==> config.mk <==
export PLATFORM = sky130hd
export DESIGN_NAME = uart_tx_param
export DESIGN_NICKNAME = d
export VERILOG_FILES = /design/src/rtl/UART_pkg.sv /design/src/rtl/uart_sync_fifo.sv /design/src/rtl/uart_tx_param.sv
export SDC_FILE = /design/constraint.sdc
export NUM_CORES = 1
export LEC_CHECK = 0
export CAP_MARGIN = 15
export CELL_PAD_IN_SITES_DETAIL_PLACEMENT = 0
export CELL_PAD_IN_SITES_GLOBAL_PLACEMENT = 1
export CORE_ASPECT_RATIO = 0.5
export CORE_MARGIN = 4
export CORE_UTILIZATION = 45
export CTS_CLUSTER_DIAMETER = 120
export DETAILED_ROUTE_END_ITERATION = 16
export PLACE_DENSITY = 0.7
export SYNTH_ARGS = -nofsm -noshare
export SYNTH_HDL_FRONTEND = slang
export SYNTH_SLANG_ARGS = --single-unit
==> constraint.sdc <==
create_clock -name clk_i -period 9.5 [get_ports clk_i]
set_clock_uncertainty 0.2 [all_clocks]
set_input_delay 1.9 -clock clk_i [delete_from_list [all_inputs] [get_ports clk_i]]
set_output_delay 1.9 -clock clk_i [all_outputs]
set_load 0.01 [all_outputs]
==> src/rtl/UART_pkg.sv <==
// Shared types, line levels and frame helpers for the parametrised UART transmitter.
package UART_pkg;

  typedef enum logic [2:0] {
    PAR_NONE  = 3'b000,
    PAR_EVEN  = 3'b100,
    PAR_ODD   = 3'b101,
    PAR_MARK  = 3'b110,
    PAR_SPACE = 3'b111
  } parity_mode_e;

  typedef enum logic [1:0] {
    STOP_1   = 2'b00,
    STOP_1P5 = 2'b01,
    STOP_2   = 2'b10
  } stop_bits_e;

  typedef enum logic [2:0] {
    ST_IDLE   = 3'd0,
    ST_START  = 3'd1,
    ST_DATA   = 3'd2,
    ST_PARITY = 3'd3,
    ST_STOP   = 3'd4,
    ST_BREAK  = 3'd5
  } tx_state_e;

  localparam logic [3:0] MIN_DATA_LEN = 4'd5;
  localparam logic       TX_IDLE      = 1'b1;
  localparam logic       TX_START     = 1'b0;

  function automatic logic [3:0] clamp_len(input logic [3:0] len, input logic [3:0] max_len);
    logic [3:0] res;
    if (len < MIN_DATA_LEN) begin
      res = MIN_DATA_LEN;
    end else if (len > max_len) begin
      res = max_len;
    end else begin
      res = len;
    end
    return res;
  endfunction

  // Parity over the low `len` bits only; bits above the frame length never count.
  function automatic logic calc_parity(input logic [15:0] data, input logic [3:0] len,
                                       input parity_mode_e mode);
    logic x;
    logic res;
    x = 1'b0;
    for (int i = 0; i < 16; i++) begin
      x = x ^ (data[i] & (i < int'(len)));
    end
    case (mode)
      PAR_EVEN:  res = x;
      PAR_ODD:   res = ~x;
      PAR_MARK:  res = 1'b1;
      PAR_SPACE: res = 1'b0;
      default:   res = 1'b0;
    endcase
    return res;
  endfunction

endpackage

==> src/rtl/uart_sync_fifo.sv <==
// First-word-fall-through synchronous FIFO; a push while full is taken only alongside a pop.
module uart_sync_fifo #(
  parameter int WIDTH = 8,
  parameter int DEPTH = 16
) (
  input  logic                     clk_i,
  input  logic                     rst_i,
  input  logic                     push,
  input  logic                     pop,
  input  logic [WIDTH-1:0]         wr_data,
  output logic [WIDTH-1:0]         rd_data,
  output logic                     full,
  output logic                     empty,
  output logic [$clog2(DEPTH):0]   count
);

  localparam int           AW       = $clog2(DEPTH);
  localparam logic [AW:0]  FULL_CNT = (AW+1)'(DEPTH);
  localparam logic [AW:0]  ZERO_CNT = {(AW+1){1'b0}};

  logic [WIDTH-1:0] mem_r [DEPTH];
  logic [AW-1:0]    wr_ptr_r;
  logic [AW-1:0]    rd_ptr_r;
  logic [AW:0]      count_r;
  logic             push_ok_s;
  logic             pop_ok_s;

  // Accept decisions for this cycle's push and pop.
  always_comb begin
    pop_ok_s  = pop && (count_r != ZERO_CNT);
    push_ok_s = push && ((count_r != FULL_CNT) || pop_ok_s);
  end

  // Storage array, no reset needed.
  always_ff @(posedge clk_i) begin
    if (push_ok_s) begin
      mem_r[wr_ptr_r] <= wr_data;
    end
  end

  // Pointers and occupancy.
  always_ff @(posedge clk_i) begin
    if (rst_i) begin
      wr_ptr_r <= {AW{1'b0}};
      rd_ptr_r <= {AW{1'b0}};
      count_r  <= ZERO_CNT;
    end else begin
      if (push_ok_s) wr_ptr_r <= wr_ptr_r + AW'(1);
      if (pop_ok_s)  rd_ptr_r <= rd_ptr_r + AW'(1);
      case ({push_ok_s, pop_ok_s})
        2'b10:   count_r <= count_r + (AW+1)'(1);
        2'b01:   count_r <= count_r - (AW+1)'(1);
        default: count_r <= count_r;
      endcase
    end
  end

  assign rd_data = mem_r[rd_ptr_r];
  assign full    = (count_r == FULL_CNT);
  assign empty   = (count_r == ZERO_CNT);
  assign count   = count_r;

endmodule

==> src/rtl/uart_tx_param.sv <==
// Parametrised UART transmitter: TX FIFO feeding a frame FSM paced by an oversampling tick,
// with configurable length, parity, stop bits, CTS gating and a timed break.
module uart_tx_param
  import UART_pkg::*;
#(
  parameter int DATA_W       = 9,
  parameter int FIFO_DEPTH   = 16,
  parameter int OVS          = 16,
  parameter int BREAK_CYCLES = 1000000
) (
  input  logic                          clk_i,
  input  logic                          rst_i,
  input  logic                          ov_baud_rt_i,
  input  logic [DATA_W-1:0]             data_tx_i,
  input  logic                          tx_fifo_write_i,
  input  logic [3:0]                    data_len_i,
  input  logic [2:0]                    parity_mode_i,
  input  logic [1:0]                    stop_bits_i,
  input  logic                          cts_n_i,
  input  logic                          cts_en_i,
  input  logic                          break_req_i,
  output logic                          tx_o,
  output logic                          tx_done_o,
  output logic                          break_done_o,
  output logic                          busy_o,
  output logic                          tx_fifo_empty_o,
  output logic                          tx_fifo_full_o,
  output logic [$clog2(FIFO_DEPTH):0]   tx_fifo_count_o,
  output logic                          overflow_o
);

  localparam int             TW       = $clog2(2*OVS);
  localparam int             BW       = $clog2(BREAK_CYCLES+1);
  localparam logic [TW-1:0]  LAST_1   = TW'(OVS-1);
  localparam logic [TW-1:0]  LAST_1P5 = TW'((3*OVS)/2-1);
  localparam logic [TW-1:0]  LAST_2   = TW'(2*OVS-1);
  localparam logic [BW-1:0]  BRK_LAST = BW'(BREAK_CYCLES-1);
  localparam logic [3:0]     MAX_LEN  = 4'(DATA_W);

  logic [DATA_W-1:0]         fifo_dout_s;
  logic                      fifo_empty_s;
  logic                      fifo_full_s;
  logic [$clog2(FIFO_DEPTH):0] fifo_count_s;
  logic                      pop_s;
  logic                      can_start_s;
  logic                      bit_end_s;
  logic                      line_s;
  logic [TW-1:0]             last_tick_s;
  logic [3:0]                start_len_s;
  parity_mode_e              start_par_s;
  stop_bits_e                start_stop_s;

  tx_state_e                 state_r;
  logic                      tx_r;
  logic                      done_r;
  logic                      brk_done_r;
  logic                      ovf_r;
  logic [TW-1:0]             tick_r;
  logic [3:0]                bit_r;
  logic [BW-1:0]             brk_r;
  logic [DATA_W-1:0]         shreg_r;
  logic [3:0]                len_r;
  parity_mode_e              par_mode_r;
  stop_bits_e                stop_r;
  logic                      par_bit_r;

  uart_sync_fifo #(.WIDTH(DATA_W), .DEPTH(FIFO_DEPTH)) u_fifo (
    .clk_i   (clk_i),
    .rst_i   (rst_i),
    .push    (tx_fifo_write_i),
    .pop     (pop_s),
    .wr_data (data_tx_i),
    .rd_data (fifo_dout_s),
    .full    (fifo_full_s),
    .empty   (fifo_empty_s),
    .count   (fifo_count_s)
  );

  // Frame configuration as it would be latched if a word were popped now.
  always_comb begin
    start_len_s = clamp_len(data_len_i, MAX_LEN);
    if (parity_mode_i[2]) start_par_s = parity_mode_e'(parity_mode_i);
    else                  start_par_s = PAR_NONE;
    if (stop_bits_i[1]) start_stop_s = STOP_2;
    else                start_stop_s = stop_bits_e'(stop_bits_i);
  end

  // Bit timing, pop decision and the line level implied by the current state.
  always_comb begin
    can_start_s = !fifo_empty_s && (!cts_en_i || !cts_n_i);
    last_tick_s = LAST_1;
    if (state_r == ST_STOP) begin
      case (stop_r)
        STOP_1:   last_tick_s = LAST_1;
        STOP_1P5: last_tick_s = LAST_1P5;
        STOP_2:   last_tick_s = LAST_2;
        default:  last_tick_s = LAST_2;
      endcase
    end else begin
      last_tick_s = LAST_1;
    end
    if (ov_baud_rt_i && (state_r inside {ST_START, ST_DATA, ST_PARITY, ST_STOP})
        && (tick_r == last_tick_s)) bit_end_s = 1'b1;
    else bit_end_s = 1'b0;
    // Popping straight out of STOP gives back-to-back frames without an idle bit.
    if (state_r == ST_IDLE)                 pop_s = can_start_s;
    else if (state_r == ST_STOP && bit_end_s) pop_s = can_start_s;
    else                                     pop_s = 1'b0;
    case (state_r)
      ST_IDLE:   line_s = TX_IDLE;
      ST_START:  line_s = TX_START;
      ST_DATA:   line_s = shreg_r[0];
      ST_PARITY: line_s = par_bit_r;
      ST_STOP:   line_s = TX_IDLE;
      ST_BREAK:  line_s = 1'b0;
      default:   line_s = TX_IDLE;
    endcase
  end

  // Frame FSM with tick, bit and break counters and registered line/pulse outputs.
  always_ff @(posedge clk_i) begin
    if (rst_i) begin
      state_r    <= ST_IDLE;
      tx_r       <= TX_IDLE;
      done_r     <= 1'b0;
      brk_done_r <= 1'b0;
      tick_r     <= {TW{1'b0}};
      bit_r      <= 4'd0;
      brk_r      <= {BW{1'b0}};
      shreg_r    <= {DATA_W{1'b0}};
      len_r      <= MIN_DATA_LEN;
      par_mode_r <= PAR_NONE;
      stop_r     <= STOP_1;
      par_bit_r  <= 1'b0;
    end else begin
      tx_r       <= line_s;
      done_r     <= 1'b0;
      brk_done_r <= 1'b0;
      if (pop_s || bit_end_s) tick_r <= {TW{1'b0}};
      else if (ov_baud_rt_i && (state_r inside {ST_START, ST_DATA, ST_PARITY, ST_STOP}))
        tick_r <= tick_r + TW'(1);
      else tick_r <= tick_r;
      if (pop_s) begin
        shreg_r    <= fifo_dout_s;
        len_r      <= start_len_s;
        par_mode_r <= start_par_s;
        stop_r     <= start_stop_s;
        par_bit_r  <= calc_parity(16'(fifo_dout_s), start_len_s, start_par_s);
        bit_r      <= 4'd0;
      end
      case (state_r)
        ST_IDLE: begin
          if (pop_s) begin
            state_r <= ST_START;
          end else if (break_req_i && fifo_empty_s) begin
            state_r <= ST_BREAK;
            brk_r   <= {BW{1'b0}};
          end else begin
            state_r <= ST_IDLE;
          end
        end
        ST_START: begin
          if (bit_end_s) state_r <= ST_DATA;
        end
        ST_DATA: begin
          if (bit_end_s) begin
            shreg_r <= {1'b0, shreg_r[DATA_W-1:1]};
            if (bit_r == len_r - 4'd1) begin
              bit_r   <= 4'd0;
              state_r <= (par_mode_r == PAR_NONE) ? ST_STOP : ST_PARITY;
            end else begin
              bit_r <= bit_r + 4'd1;
            end
          end
        end
        ST_PARITY: begin
          if (bit_end_s) state_r <= ST_STOP;
        end
        ST_STOP: begin
          if (bit_end_s) begin
            done_r  <= 1'b1;
            state_r <= pop_s ? ST_START : ST_IDLE;
          end
        end
        ST_BREAK: begin
          if (brk_r == BRK_LAST) begin
            brk_done_r <= 1'b1;
            state_r    <= ST_IDLE;
          end else begin
            brk_r <= brk_r + BW'(1);
          end
        end
        default: state_r <= ST_IDLE;
      endcase
    end
  end

  // Dropped-write pulse: full with no pop in the same cycle.
  always_ff @(posedge clk_i) begin
    if (rst_i) ovf_r <= 1'b0;
    else       ovf_r <= tx_fifo_write_i && fifo_full_s && !pop_s;
  end

  assign tx_o            = tx_r;
  assign tx_done_o       = done_r;
  assign break_done_o    = brk_done_r;
  assign busy_o          = (state_r != ST_IDLE);
  assign tx_fifo_empty_o = fifo_empty_s;
  assign tx_fifo_full_o  = fifo_full_s;
  assign tx_fifo_count_o = fifo_count_s;
  assign overflow_o      = ovf_r;

endmodule

Word-level counts from Yosys, hierarchy flattened
Memories as Yosys holds them, arrays and structs flattened. A register that Yosys moved wholly into a read port is not among the register bits.
Cells that the tools add are included.
Operators by class
  add/subtract/negate cells: 8
  multiply operators: 0
  div/mod/pow operators: 0
  order comparisons: 11
  equality and inequality tests: 25
  shift operators: 0
  multiplexer cells: 40
  bitwise gates (word level): 20
  reductions and logical operators: 31
Operators by type and width (count)
  $mux W20: 3
  $pmux W20 S2: 1
  $mux W4: 8
  $mux W3: 10
  $mux W9: 3
  $add A20 B1 Y20 const B: 1
  $eq A20 B20 Y1 const B: 1
  $pmux W5 S2: 2
  $pmux W3 S6: 1
  $lt A3 B4 Y1 const A: 4
  $eq A3 B3 Y1 const B: 5
  $ne A2 B2 Y1 const B: 7
  $add A4 B1 Y4 const B: 3
  $add A5 B1 Y5 const B: 2
  $and A1 B1 Y1: 9
  $logic_and A1 B1 Y1: 9
  $lt A1 B4 Y1 const A: 2
  $lt A2 B4 Y1 const A: 2
  $mux W1: 8
  $reduce_or A2 Y1: 4
  $xor A1 B1 Y1: 8
  $eq A3 B2 Y1 const B: 2
  $logic_not A3 Y1: 2
  $pmux W1 S3: 2
  26 further kinds: 36
Storage, ports and cells
  register bits after elaboration: 68
  bits in latches: 0
  bits in writable memories: 144
  ROM bits: 0
  input bits: 25
  output and inout bits: 12
  logic and storage cells: 152
  memories: 1
Memories
  u_fifo.mem_r: depth 16, width 9, read ports 1, clocked after memory_dff 1, wr ports 1, line uart_sync_fifo.sv:21  | logic [WIDTH-1:0] mem_r [DEPTH];

Longest topological paths before layout
Gate-level depths: netlist (run 1).
  depth after elaboration: 15
  depth in mapped cells: 18
  gate-level depth less buffers: 15

By module
A second synthesis (run 1) with hierarchy kept.
Unflattened totals
  cells, all modules: 680
  area, all modules: 9277.6 µm²
By module, submodules not included
  uart_sync_fifo: instances 1, cells each 339, area an instance 6416.2 µm²
  uart_tx_param: instances 1, cells each 341, area an instance 2861.5 µm²

Least setup slack after synthesis (run 1)
No wires, ideal clock.
  path type: input to register
  start point: input ov_baud_rt_i
  end point: memory u_fifo.mem_r[3][0] (netlist name) (enable)
  arrival time: 3.968 ns
  required time: 8.913 ns
  setup slack: 4.946 ns
  stages on the path: 8
  path buffers: 2
  path through: and2_1 clkbuf_1 o2111ai_1 a21boi_0 o21a_1 clkbuf_1 nand2_1 nor3_1
Between the ends
  word-level cells in the longest chain between the ends: 11
Ends and longest elaborated chain
  start, declared: line uart_tx_param.sv:13  | input logic ov_baud_rt_i,
  $logic_and A1 B1 Y1: line uart_tx_param.sv:102  | if (ov_baud_rt_i && (state_r inside {ST_START, ST_DATA, ST_PARITY, ST_STOP})
  $logic_and A1 B1 Y1: line uart_tx_param.sv:103  | && (tick_r == last_tick_s)) bit_end_s = 1'b1;
  $mux W1: line uart_tx_param.sv:102
  $logic_and A1 B1 Y1: line uart_tx_param.sv:107  | else if (state_r == ST_STOP && bit_end_s) pop_s = can_start_s;
  $mux W1: line uart_tx_param.sv:107
  $mux W1: line uart_tx_param.sv:106  | if (state_r == ST_IDLE) pop_s = can_start_s;
  $logic_and A1 B1 Y1: line uart_sync_fifo.sv:30  | pop_ok_s = pop && (count_r != ZERO_CNT);
  $logic_or A1 B1 Y1: line uart_sync_fifo.sv:31  | push_ok_s = push && ((count_r != FULL_CNT) || pop_ok_s);
  $logic_and A1 B1 Y1: line uart_sync_fifo.sv:31
  $mux W1: line uart_sync_fifo.sv:36  | if (push_ok_s) begin
  $mux W1 (implied by the code): line uart_sync_fifo.sv:37  | mem_r[wr_ptr_r] <= wr_data;
  end, declared: line uart_sync_fifo.sv:21
Every way passes these cells.

Final worst setup path (run 1)
  start point: input ov_baud_rt_i
  end point: memory u_fifo.mem_r[6][6] (netlist name) (enable)
Same word-level chain as after synthesis.

==> results of run 1 <==
==> power by group through the flow <==
stage               logic [mW]  registers, mW  clock network, mW
detailed placement       0.686           1.15                  0
floorplan                0.501           1.13                  0
CTS                      0.689           1.13              0.834
finish                   0.679           1.13              0.811
global route             0.751           1.14              0.871
global placement         0.681           1.14                  0
==> cells in the mapped netlist, types with 4 or more instances <==
cell type	count	area (sq um)
edfxtp_1	144	4324
nor2_1	74	277.8
dfxtp_1	72	1441
nand2_1	56	210.2
mux4_2	28	630.6
a21oi_1	24	120.1
xor2_1	24	210.2
clkbuf_1	20	75.07
nand3_1	18	90.09
xnor2_1	18	157.7
nor3_1	15	75.07
inv_1	13	48.80
mux4_1	13	341.6
ha_1	12	150.1
nand4_1	12	75.07
o21ai_0	11	55.05
a311oi_1	7	61.31
mux2i_1	7	70.07
nor2b_1	7	43.79
nand2b_1	6	37.54
a22oi_1	5	37.54
nor4_1	5	31.28
nor3b_1	4	30.03
or3_1	4	25.02
==> critical path, cell delays in order <==
cell             delay (ns)
clkdlybuf4s50_1        0.45
and2_1                 0.27
o2111ai_1              0.26
a21boi_0               0.45
o21a_1                 0.41
nand2_1                0.21
nor2_1                 0.73
==> cells by family (layout without fill, tap and decap cells) <==
kind of cell,after synthesis,after routing,share of synthesized area [%]
buffers and inverters,42,94,2.126
AOI/OAI and AO/OA,69,69,4.957
DFF,216,216,63.63
muxes,50,50,11.75
and+or+nand+nor,217,217,11.35
xor gates and xnor gates,43,43,4.308
adders and majority gates,13,13,1.878
==> placed cells by master, fill, tap and decap left out, drive strengths merged, types with 3 or more instances in the layout <==
cell / count
clkbuf: 25
a21oi: 25
or3: 4
o21ai: 13
inv: 14
mux2i: 7
ha: 12
and2: 3
xnor2: 18
clkinv: 7
nor3: 15
a22oi: 5
xor2: 24
nor4: 6
buf: 9
nor2: 74
dfxtp: 72
nand2b: 6
a311oi: 7
o21bai: 3
mux4: 41
nand3: 18
nor2b: 7
and3: 3
nand4: 12
edfxtp: 144
nor3b: 4
nor4b: 3
clkdlybuf4s50: 35
nand2: 56
==> final timing paths <==
kind,end,slack (ns)
setup / recovery,u_fifo.mem_r[6][6],4.75
hold / removal,par_mode_r[1],0.25
hold reg to reg,par_mode_r[1],0.25
setup reg to reg,u_fifo.mem_r[6][6],5.56
==> metal layers <==
layer  global-route usage, %  up-vias
met1                   23.33     2643
met5                       0        -
li1                        -     2516
met2                   26.95       96
met3                   3.652       27
met4                   3.676        0
==> cell type report <==
| cell class | count | area, sq um |
|---|---|---|
| clock inverter | 12 | 122.6 |
| sequential | 216 | 5767 |
| timing repair buffer | 44 | 412.9 |
| clock buffer | 25 | 540.5 |
| multi-input combinational | 392 | 3103 |
| inverter | 13 | 48.80 |
| tap | 266 | 332.8 |
| fill | 1651 | 9266 |
==> flip-flops by register name, summed over array words and instances, names as in the netlist, 5 cells and up, named ones only <==
name	flops
u_fifo.mem_r	144
u_fifo.count	5
brk_r	20
shreg_r	9
tick_r	5
==> per-stage QoR <==
| step | hold WS [ns] | cell area [sq um] |
|---|---|---|
| 2_1_floorplan | 0.2320 | 9061 |
| 3_3_place_gp | 0.2446 | 9659 |
| 3_5_place_dp | 0.2464 | 9659 |
| 4_1_cts | 0.2551 | 10320 |
| 5_1_grt | 0.2809 | 10330 |
| 6_report | 0.2541 | 10330 |
==> results.py, run 1 <==
metrics = {
    "run_status": {
        "status": "finished, final reports clean",
    },
    "sta": {
        "fin_setup_tns_ns": 0,
        "timing_hold_violations_final": 0,
        "setup_viol": 0,
        "tightest_slew_ns": 0.9539,
        "fin_ws_ns": 4.752,
        "slew-limit-headroom_pct": 36.41,
        "clock.fmax_mhz": 210.6,
        "fin_crit_ns": 4.748,
        "drv_slew": 0,
        "rsz0062_at_grt": "no",
        "fin_crit_sh_pct": 49.98,
    },
    "final_layout": {
        "drive_gt1_share_pct": 10.68,
        "n_antenna_cell": 0,
        "final_util_pct": 52.71,
        "nNetsFinal": 726,
        "area_growth_pct": 13.97,
        "final-instance-count-excl-fill": 968,
    },
    "cts": {
        "clock_path_buffers": 3,
        "clock_latency_ns": 0.51,
        "holdBufCountCts": 0,
        "cts-resized-gates": 0,
        "cts_made_buffers": 21,
        "cts.sinks": 216,
        "cts_tree": "yes",
        "postCtsSetupBuffers": 0,
        "root_buffer": "clkbuf_16",
        "cts_max_level": 1,
        "clk_pin_slew_worst_paths_ns": 0.06,
    },
    "place": {
        "finalWeightedCongestion": 0.8078,
        "hpwl_um": 12070,
        "io_buffers": 36,
        "pre_cts_slack_ns": 3.916,
        "dp_cells": 930,
    },
    "drt": {
        "routedWlPerCell_um": 19.19,
        "wl_met3_um": 822,
        "drc": 0,
        "dr.max_layer_used": "met4",
        "wl_met1_um": 8781,
        "firstDrtPassIters": 4,
        "vias_per_cell": 5.457,
        "drtIter0Drc": 397,
        "wl_met2_um": 8583,
        "via_count": 5282,
        "routed_wl_um": 18580,
        "ant_nets": 0,
    },
    "logic_synthesis": {
        "syn_nets": 688,
        "yosysSeqAreaShare_pct": 63.63,
        "synth_cell_type_count": 56,
        "syn-instance-count": 650,
        "synth_edf_count": 144,
        "synth.avg_cell_area_sq_um": 13.94,
        "synth_ff_type": "edfxtp_1",
        "yosys_warnings": 0,
        "ys_ff_latch": 216,
        "async_flop_share_pct": 0,
        "synthesis.area_sq_um": 9061,
    },
    "critical_path": {
        "cp-startpoint": "ov_baud_rt_i",
        "rr_startpoint": "state_r[1]",
        "critPathMaxFanout": 9,
        "r2r_cells": 8,
        "crit_arrival_ns": 4.68,
        "worstPathRequired_ns": 9.43,
        "path_class": "primary input to flop",
        "end_kind": "flop",
        "critPathLaunchType": "primary input",
    },
    "die": {
        "die_h_um": 108.3,
        "die-area_sq_um": 22610,
        "core_region_area_sq_um": 19590,
        "start_util_pct": 46.25,
        "die_x_um": 208.7,
        "fp-row-count": 36,
        "io_pins": 37,
    },
    "min_path": {
        "worstHoldPathType": "flop to flop",
        "min_path_cells": 2,
        "hold_start": "par_mode_r[1]",
    },
    "global_routing": {
        "grt_usage_pct": 16.60,
        "antenna_found_initial": 0,
        "grt_first_pass_wirelength_um": 29140,
        "grt_overflow": 0,
        "grt_max_degree": 50,
        "grt_pass1_vias": 5144,
    },
    "power": {
        "p_comb_share_pct": 26.0,
        "total_power_mw": 2.616,
        "seqPwrFrac_pct": 43.0,
        "swShare_pct": 29.77,
        "clkPwrFrac_pct": 31.0,
        "power_switching_uw": 778.9,
        "internal_power_mw": 1.837,
        "p_leak_nw": 3.437,
        "p_per_area_nw_per_um2": 253.3,
        "peakVddDrop_mv": 0.1098,
    },
    "flow_run": {
        "maxCapViolations": 0,
    },
}
Note: power is estimated with default switching activity, not from simulation.
==> run 2: changes to the inputs <==
Settings changed: PLACE_DENSITY 0.7 to 0.72.
Clock period 9.5 ns to 3.8 ns, I/O delays scaled along.
==> results.py, run 2 (synthesis gave the netlist of run 1 again) <==
metrics = {
    "place": {
        "hpwl_um": 11640,
        "io_buffers": 36,
        "pre_cts_slack_ns": 0.2954,
        "place_area_sq_um": 9834,
        "finalWeightedCongestion": 0.8024,
    },
    "cts": {
        "cts_made_buffers": 20,
        "postCtsSetupBuffers": 0,
        "cts_tree": "yes",
        "cts-resized-gates": 0,
        "holdBufCountCts": 0,
        "cts_max_level": 1,
        "root_buffer": "clkbuf_16",
        "clk_pin_slew_worst_paths_ns": 0.07,
        "cts.sinks": 216,
        "clock_path_buffers": 3,
        "clock_latency_ns": 0.50,
    },
    "final_layout": {
        "largest_reg_flops": 144,
        "final_common_cell": "edfxtp_1",
        "nNetsFinal": 744,
        "fill_cells": 1635,
        "reg.largest.list": "u_fifo.mem_r x144, brk_r x20, shreg_r x9",
        "multi_input_area_sq_um": 3103,
        "fin_area_sq_um": 10430,
        "drive_gt1_share_pct": 12.57,
        "area_growth_pct": 15.08,
        "n_antenna_cell": 0,
        "final_cell_mix": "edfxtp_1, nor2_1, dfxtp_1, nand2_1, clkdlybuf4s50_1",
        "regMostFlops": "u_fifo.mem_r",
        "regArea_sq_um": 5767,
    },
    "min_path": {
        "min_path_cells": 2,
        "hold_start": "par_mode_r[0]",
        "worstHoldPathType": "flop to flop",
    },
    "sta": {
        "fin_setup_tns_ns": 0,
        "clock.fmax_mhz": 285.2,
        "drv_slew": 0,
        "rsz0062_at_grt": "no",
        "tightest_slew_ns": 0.7015,
        "slew-limit-headroom_pct": 53.23,
        "fin_ws_ns": 0.2932,
        "timing_hold_violations_final": 0,
        "fin_crit_sh_pct": 92.28,
        "fin_crit_ns": 3.507,
        "setup_viol": 0,
    },
    "critical_path": {
        "crit_arrival_ns": 3.73,
        "critical_path_buf_inv_count": 1,
        "path_class": "flop to flop",
        "r2r_cells": 9,
        "timing.rr.end": "par_bit_r",
        "critPathLaunchType": "flop",
        "slowest_delay_ns": 0.66,
        "end_kind": "flop",
        "endpoint": "par_bit_r",
        "critPathMaxFanout": 36,
        "path_depth": 9,
        "worstPathRequired_ns": 4.03,
        "critPathTopFamily": "multiplexers",
        "crit_chain": "buf_12, mux4_1, mux4_2, xor2_1, xnor2_1, xnor3_1, o21ai_1, or3b_1, a21oi_2",
        "critPathSlowestCell": "mux4_1",
        "ff2ff_setup_slack_ns": 0.29,
    },
    "die": {
        "die_h_um": 108.3,
        "fp-row-count": 36,
        "core_region_area_sq_um": 19590,
        "die_x_um": 208.7,
        "die-area_sq_um": 22610,
        "io_pins": 37,
        "start_util_pct": 46.25,
    },
    "power": {
        "peakVddDrop_mv": 0.2297,
        "p_leak_nw": 3.511,
        "p_per_area_nw_per_um2": 608.0,
    },
    "global_routing": {
        "grt_max_degree": 40,
        "grt_overflow": 0,
        "grt_usage_pct": 16.72,
        "grt_pass1_vias": 5342,
        "grt_first_pass_wirelength_um": 29620,
        "antenna_found_initial": 0,
    },
    "flow_run": {
        "maxCapViolations": 0,
    },
    "drt": {
        "vias_per_cell": 5.387,
        "ant_nets": 0,
        "via_count": 5290,
        "routed_wl_um": 18530,
        "drtIter0Drc": 410,
        "drc": 0,
        "routedWlPerCell_um": 18.87,
        "firstDrtPassIters": 4,
    },
    "run_status": {
        "status": "finished, final reports clean",
    },
}
-- run 2: worst min-delay path by stage --
stage / endpoint / slack (ns)
5_1_grt: par_mode_r[0] / 0.28
3_5_place_dp: par_mode_r[0] / 0.25
2_1_floorplan: par_mode_r[0] / 0.23
3_3_place_gp: par_mode_r[0] / 0.24
4_1_cts: par_mode_r[0] / 0.26
6_report: par_mode_r[0] / 0.25
-- run 2: layer usage --
| metal | GRT usage [%] | up-vias | routed length, um |
|---|---|---|---|
| met2 | 27.95 | 105 | 8542 |
| met1 | 22.76 | 2604 | 8430 |
| li1 | - | 2556 | - |
| met4 | 3.816 | 0 | 322 |
| met5 | 0 | - | 0 |
| met3 | 3.797 | 25 | 1233 |
-- run 2: where the power goes --
group / total [mW] / internal (mW) / switching, mW
Sequential: 2.81 / 2.68 / 0.133
Clock: 1.86 / 1.03 / 0.830
Combinational: 1.67 / 0.775 / 0.891
-- run 2: area by class of cell --
| cell class | count | area share [%] |
|---|---|---|
| Clock buffer | 22 | 4.872 |
| Clock inverter | 10 | 0.8159 |
| Inverter | 13 | 0.4680 |
| Multi-Input combinational cell | 392 | 29.76 |
| Sequential cell | 216 | 55.30 |
| Tap cell | 266 | 3.192 |
| Timing Repair Buffer | 63 | 5.592 |
-- run 2: through the flow --
| stage | util (%) | hold WS (ns) | std cells | total power, mW |
|---|---|---|---|---|
| after floorplan | - | 0.2320 | 650 | 4.069 |
| after global placement | 50.19 | 0.2439 | 950 | 4.532 |
| after detailed placement | 50.19 | 0.2479 | 950 | 4.542 |
| after CTS | 53.22 | 0.2556 | 982 | 6.415 |
| after global routing | 53.22 | 0.2788 | 982 | 6.706 |
| final | 53.22 | 0.2524 | 982 | 6.340 |
-- run 2: worst min-delay path: cells and delay by family (launching register included) --
family,cells,cell delay [ns]
DFF,1,0.31
and+or+nand+nor,1,0.05
AOI/OAI and AO/OA,1,0.05
